--- src/rtl/alu_op_sequencer.sv ---
// ============================================================================
// alu_op_sequencer : byte-stream operand loader and single/sweep op sequencer
//                    for the ALU checker, with valid/ready result hand-off.
// Revision         : 1.0
// ============================================================================
`default_nettype none
`timescale 1ns/1ps

module alu_op_sequencer #(
    parameter int OP_COUNT = 10,
    parameter int SETTLE   = 1
) (
    input  logic        clk,
    input  logic        rst_n,
    input  logic        start,
    input  logic        sweep,
    input  logic [3:0]  op_in,
    input  logic [7:0]  byte_in,
    input  logic        byte_valid,
    output logic        byte_ready,
    output logic [31:0] a,
    output logic [31:0] b,
    output logic [3:0]  alucontrol,
    input  logic [31:0] alu_result,
    input  logic [3:0]  alu_flags,
    output logic [31:0] result,
    output logic [3:0]  flags,
    output logic [3:0]  res_op,
    output logic        res_valid,
    input  logic        res_ready,
    output logic        busy,
    output logic        done
);

    localparam int             c_SET_W       = (SETTLE > 1) ? $clog2(SETTLE) : 1;
    localparam logic [c_SET_W-1:0] c_SETTLE_LAST = c_SET_W'(SETTLE - 1);
    localparam logic [3:0]     c_LAST_OP     = 4'(OP_COUNT - 1);

    localparam logic [1:0] c_IDLE = 2'd0;
    localparam logic [1:0] c_LOAD = 2'd1;
    localparam logic [1:0] c_EXEC = 2'd2;
    localparam logic [1:0] c_OUT  = 2'd3;

    logic [1:0]         state_q,  state_d;
    logic [2:0]         cnt_q,    cnt_d;
    logic [c_SET_W-1:0] settle_q, settle_d;
    logic               sweep_q,  sweep_d;
    logic [3:0]         op_q,     op_d;
    logic [31:0]        a_q,      a_d;
    logic [31:0]        b_q,      b_d;
    logic [31:0]        result_q, result_d;
    logic [3:0]         flags_q,  flags_d;
    logic [3:0]         res_op_q, res_op_d;
    logic               done_q,   done_d;

    always_comb begin
        state_d  = state_q;
        cnt_d    = cnt_q;
        settle_d = settle_q;
        sweep_d  = sweep_q;
        op_d     = op_q;
        a_d      = a_q;
        b_d      = b_q;
        result_d = result_q;
        flags_d  = flags_q;
        res_op_d = res_op_q;
        done_d   = 1'b0;

        case (state_q)
            c_IDLE: begin
                if (start) begin
                    state_d = c_LOAD;
                    sweep_d = sweep;
                    op_d    = sweep ? 4'd0 : op_in;
                    cnt_d   = 3'd0;
                end
            end
            c_LOAD: begin
                if (byte_valid) begin
                    // cnt[2] picks the operand, cnt[1:0] the byte lane within it
                    if (!cnt_q[2]) begin
                        a_d[{cnt_q[1:0], 3'b000} +: 8] = byte_in;
                    end else begin
                        b_d[{cnt_q[1:0], 3'b000} +: 8] = byte_in;
                    end
                    cnt_d = cnt_q + 3'd1;
                    if (cnt_q == 3'd7) begin
                        state_d  = c_EXEC;
                        settle_d = '0;
                    end
                end
            end
            c_EXEC: begin
                if (settle_q == c_SETTLE_LAST) begin
                    result_d = alu_result;
                    flags_d  = alu_flags;
                    res_op_d = op_q;
                    state_d  = c_OUT;
                end else begin
                    settle_d = settle_q + 1'b1;
                end
            end
            c_OUT: begin
                if (res_ready) begin
                    if (sweep_q && (op_q < c_LAST_OP)) begin
                        op_d     = op_q + 4'd1;
                        settle_d = '0;
                        state_d  = c_EXEC;
                    end else begin
                        state_d = c_IDLE;
                        done_d  = 1'b1;
                    end
                end
            end
            default: state_d = c_IDLE;
        endcase
    end

    always_ff @(posedge clk or negedge rst_n) begin
        if (!rst_n) begin
            state_q  <= c_IDLE;
            cnt_q    <= 3'd0;
            settle_q <= '0;
            sweep_q  <= 1'b0;
            op_q     <= 4'd0;
            a_q      <= 32'd0;
            b_q      <= 32'd0;
            result_q <= 32'd0;
            flags_q  <= 4'd0;
            res_op_q <= 4'd0;
            done_q   <= 1'b0;
        end else begin
            state_q  <= state_d;
            cnt_q    <= cnt_d;
            settle_q <= settle_d;
            sweep_q  <= sweep_d;
            op_q     <= op_d;
            a_q      <= a_d;
            b_q      <= b_d;
            result_q <= result_d;
            flags_q  <= flags_d;
            res_op_q <= res_op_d;
            done_q   <= done_d;
        end
    end

    // The op register drives the ALU directly so the last code stays visible after done.
    assign alucontrol = op_q;
    assign a          = a_q;
    assign b          = b_q;
    assign result     = result_q;
    assign flags      = flags_q;
    assign res_op     = res_op_q;
    assign done       = done_q;
    assign byte_ready = (state_q == c_LOAD);
    assign res_valid  = (state_q == c_OUT);
    assign busy       = (state_q != c_IDLE);

endmodule

`default_nettype wire

--- config.mk ---
export PLATFORM = sky130hd
export DESIGN_NAME = alu_op_sequencer
export DESIGN_NICKNAME = d
export VERILOG_FILES = /design/src/rtl/alu_op_sequencer.sv
export SDC_FILE = /design/constraint.sdc
export NUM_CORES = 1
export LEC_CHECK = 0
export BUFFER_PORTS_ARGS = -buffer_cell sky130_fd_sc_hd__buf_2
export CAP_MARGIN = 20
export CORE_MARGIN = 5
export CORE_UTILIZATION = 45
export CTS_CLUSTER_SIZE = 28
export DETAILED_ROUTE_END_ITERATION = 10
export HOLD_SLACK_MARGIN = 0.1
export PLACE_DENSITY_LB_ADDON = 0.2
export SLEW_MARGIN = 20
export SYNTH_ARGS = -nofsm -noshare
export SYNTH_HDL_FRONTEND = slang
export SYNTH_SLANG_ARGS = --single-unit
--- constraint.sdc ---
create_clock -name clk -period 2.05 [get_ports clk]
set_clock_uncertainty 0.15 [all_clocks]
set_input_delay 0.41 -clock clk [delete_from_list [all_inputs] [get_ports clk]]
set_output_delay 0.41 -clock clk [all_outputs]
set_load 0.05 [all_outputs]
Word-level counts from Yosys, hierarchy flattened. Index checks and enable logic that the tools add are counted.

Bits in registers: 116. Bits in latches: 0. Memory bits (writable): 0. ROM bits: 0. Input port bits: 54. Logic and storage cells: 70. Memories: 0.

Add/subtract/negate cells: 4. $mul: 0. Divide/modulo/power cells: 0. Order comparisons: 1. Equality and inequality tests: 10. Shifts and indexed selects: 2. Muxes and demuxes: 26. Bitwise logic cells: 2. Reduce and logical (&&, ||, !) cells: 14.

Operator list (count): bitwise mux 32 bit (2); variable shift 8 x 7 -> 32 bit (first input constant) (1); variable part select 8 x 7 -> 32 bit (1); two-way mux 4 bit (4); two-way mux 2 bit (6); AND reduction 5 bit (2); AND reduction 3 bit (3); two-way mux 1 bit (8); case mux 2 bit (4 select lines) (1); case mux 4 bit (2 select lines) (1); negator 5 -> 7 bit (1); two-way mux 3 bit (2); != test 2 x 1 -> 1 bit (second input constant) (3); != test 2 bit (second input constant) (3); case mux 3 bit (2 select lines) (1); nonzero test 2 bit (3); adder 4 x 1 -> 4 bit (second input constant) (1); == test 2 bit (second input constant) (2); less-than comparator 4 bit (second input constant) (1); AND reduction 2 bit (2); AND reduction 4 bit (1); adder 3 x 1 -> 3 bit (second input constant) (1); == test 3 bit (second input constant) (1); case mux 1 bit (3 select lines) (1); other kinds (6) (7).

Depth between registers and ports, before layout.
Depth in word-level cells: 5. Gate-level depth with buffers: 6. Mapped depth without buffers: 6.

Worst setup path after synthesis. Ideal clock, no wire load.

Kind: reg-to-reg. Start point: register cnt_q[0]. End point: register a_q[18] (netlist: a[18]). Setup time: 0.067 ns. Arrival: 1.826 ns. Required time: 1.833 ns. Slack: 0.008 ns. Stages on the path, launching flop included: 6. Buffers on the path: 0. Clock period less this slack: 2.042 ns. Cell sequence: dfrtp_1 inv_2 ha_1 nor3b_1 and2_1 mux2_2.

Word-level cells in the longest chain between the ends: 3. Elaborated cells between the ends (all ways): 4.

RTL lines: start, declared (line 45) `logic [2:0] cnt_q, cnt_d;`; start signal, assigned (line 134) `cnt_q <= cnt_d;`; negator 5 -> 7 bit (*) (line 82) `a_d[{cnt_q[1:0], 3'b000} +: 8] = byte_in;`; variable part select 8 x 7 -> 32 bit or variable shift 8 x 7 -> 32 bit (tied branches) (line 82); bitwise mux 32 bit (*) (line 82); end signal, assigned (line 126) `a_q <= 32'd0;`; end signal, assigned (line 138) `a_q <= a_d;`; end, declared (line 49) `logic [31:0] a_q, a_d;`.

Every way passes the cells marked *; elsewhere a longest branch is shown, timed or not. A chain may end at the register's enable or synchronous reset.

Final worst setup path.
Start point: register state_q[1]. End point: output port res_valid.

Word-level cells in the longest chain between the ends: 1.

RTL lines: start, declared (line 44) `logic [1:0] state_q, state_d;`; start signal, assigned (line 121) `state_q <= c_IDLE;`; start signal, assigned (line 133) `state_q <= state_d;`; == test 2 bit (line 156) `assign res_valid = (state_q == c_OUT);`; end, declared (line 29) `output logic res_valid,`.

Every way passes these cells.

==> flow_summary.yaml <==
final_layout:
  fillCellCount: 776
  nets: 634
  final_cell_mix: "buf_2, dfrtp_1, mux2_1, dlygate4sd3_1, and2_1"
  layout_commonest_cell: "buf_2"
  regArea_sq_mm: 0.002880
  multi_input_area_sq_mm: 0.001876
  antenna_cells: 0
  layout-drive-gt1-share_pct: 41.41
  area_delta_synth_final_pct: 45.23
floorplan:
  die_y_um: 113.3
  start_util_pct: 46.33
  rows: 37
  ios: 166
  core_area_sq_mm: 0.01037
  dieArea_sq_mm: 0.01284
  die_w_um: 113.3
detailed_routing:
  drt-total-wl_um: 11830
  wire_per_inst_um: 16.48
  drtIter0Drc: 131
  drc: 0
  drtPass1Iterations: 4
  num_vias: 3519
  ant_nets: 0
  vias_per_cell: 4.901
power_and_ir_drop:
  p_leak_uw: 0.003690
  powerDensity_mw_per_mm2: 1833
  peakVddDrop_uv: 894.8
  total_power_uw: 12790
run_status:
  status: "finished clean"
cts:
  h-tree-depth: 4
  cts_buffers: 17
  cts_tree: "built"
  cts.clk_slew.worst_paths_ns: 0.05
  clkLatencyLatePin_ns: 0.51
  root_buffer: "clkbuf_8"
  cts.sinks: 115
  clock_tree.buffer_depth: 2
place:
  dp_slack_ns: 0.06668
  numPortBuffers: 165
  routabilityCongestion: 0.7593
  hpwlAfterDp_um: 8323
grt:
  grt_max_degree: 50
  track_usage_pct: 19.48
  gr-total-overflow: 0
  grt_pass1_vias: 3903
  antenna_found_initial: 0
  grt_pass1_wl_um: 19660
sta:
  post-route-worst-setup-slack_ns: 0.09930
  hold_viol: 0
  relSlewSlack_pct: 65.29
  tns_ns: 0
  layout_min_cycle_time_ns: 1.951
  slew_violations: 0
  final.period_utilization_pct: 95.16
  rsz0062_at_grt: "false"
  max_freq_mhz: 512.6
  setup_viol: 0
  tightest_slew_ns: 0.5168
logic_synthesis:
  syn_nets: 397
  synthFlopType: "dfrtp_1"
  synthArstFlopShare_pct: 100.0
  ys_warn_count: 0
  ys_ff_latch: 115
  yosysUniqueCellTypes: 35
  seq_area_frac_synth_pct: 59.90
  synthCells: 335
  synth_area_sq_mm: 0.004805
  synth.avg_cell_area_sq_um: 14.34
  synth_edf_count: 0
setup_path:
  cp_max_fo: 8
  cp.required_ns: 1.49
  path_class: "reg -> out"
  start_kind: "register"
  end_kind: "output pin"
  arrival_ns: 1.39
job:
  drv_cap: 0
worst_hold_path:
  min_path_type: "in -> reg"
[stage by stage]
stage	instance area [sq um]	util (%)	instances	hold WS, ns
2_1_floorplan	4805	-	335	-0.03559
5_1_grt	6978	67.29	718	0.1142
4_1_cts	6950	67.02	717	0.1010
6_report	6978	67.29	718	0.1324
3_5_place_dp	5877	56.67	638	0.2168
3_3_place_gp	5877	56.67	638	0.2089
[critical path, stage by stage, from the launching register on]
cell	delay, ns
dfrtp_2	0.43
nand2_2	0.12
inv_2	0.15
buf_6	0.18
[power breakdown]
part	internal [uW]	leakage [uW]	total [uW]	switching, uW
Combinational	1760	0.00190	6330	4580
Clock	1860	0.000283	2800	939
Sequential	3160	0.00150	3660	495
Total	6780	0.00369	12800	6010
[final cells by class]
class	instances	share of cell area [%]
sequential	115	41.28
multi-input combinational	204	26.88
timing repair buffer	226	20.87
clock buffer	24	7.029
tap	136	2.439
clock inverter	5	1.076
inverter	8	0.4303
[logic make-up (layout without fill, tap and decap cells)]
logic type	count (synthesis)	in the layout	synth area share, %
fa+ha+maj	8	8	2.083
flops	115	115	59.90
mux	90	90	21.04
compound gates	37	37	5.625
buf+inv	16	263	1.588
simple gates	69	69	9.765
[layer usage]
layer  global-route usage [%]  vias up  wire, um
li1                         -     1663         -
met3                    5.936       23       666
met2                    32.35      101      5889
met5                        0        -         0
met4                    7.612        0       237
met1                    23.86     1732      5037
[synth_stat cells, drive strengths merged, types with 3 or more instances]
cell | count | area share (%)
dfrtp | 115 | 60
inv | 8 | 0.63
mux2 | 88 | 21
and2 | 25 | 3.3
a21oi | 4 | 0.42
o21ai | 6 | 0.63
ha | 8 | 2.1
a31oi | 6 | 0.78
nand2 | 14 | 1.2
buf | 8 | 0.96
nor2b | 4 | 0.68
and3 | 3 | 0.39
nor2 | 10 | 1.7
a22o | 19 | 3.5
[timing repair]
item                       CTS  global route
gates resized for setup      6             5
setup buffers                2             1
setup endpoints to repair    3            18
hold buffers                48             0
hold endpoints to repair   173             0
pin swaps                    0             0
[registers in the layout, summed over array words and instances, names as in the netlist]
name        cells
cnt_q           3
sweep_q         1
done            1
res_op          4
state_q         2
result         32
flags           4
a              32
alucontrol      4
b              32
[path summary, 6_finish.rpt]
check / slack [ns] / to / cells past startpoint / from
setup reg to reg: 0.13 / a[5] / 4 / state_q[1]
hold / removal: 0.13 / state_q[1] / 3 / byte_valid
min in group asynchronous: 0.24 / a[14] / 2 / rst_n
setup / recovery: 0.1 / res_valid / 3 / state_q[1]
max in group asynchronous: 0.89 / state_q[0] / 3 / rst_n
hold reg to reg: 0.33 / result[27] / 1 / result[27]
No activity file was read; power rests on OpenSTA's default activity.
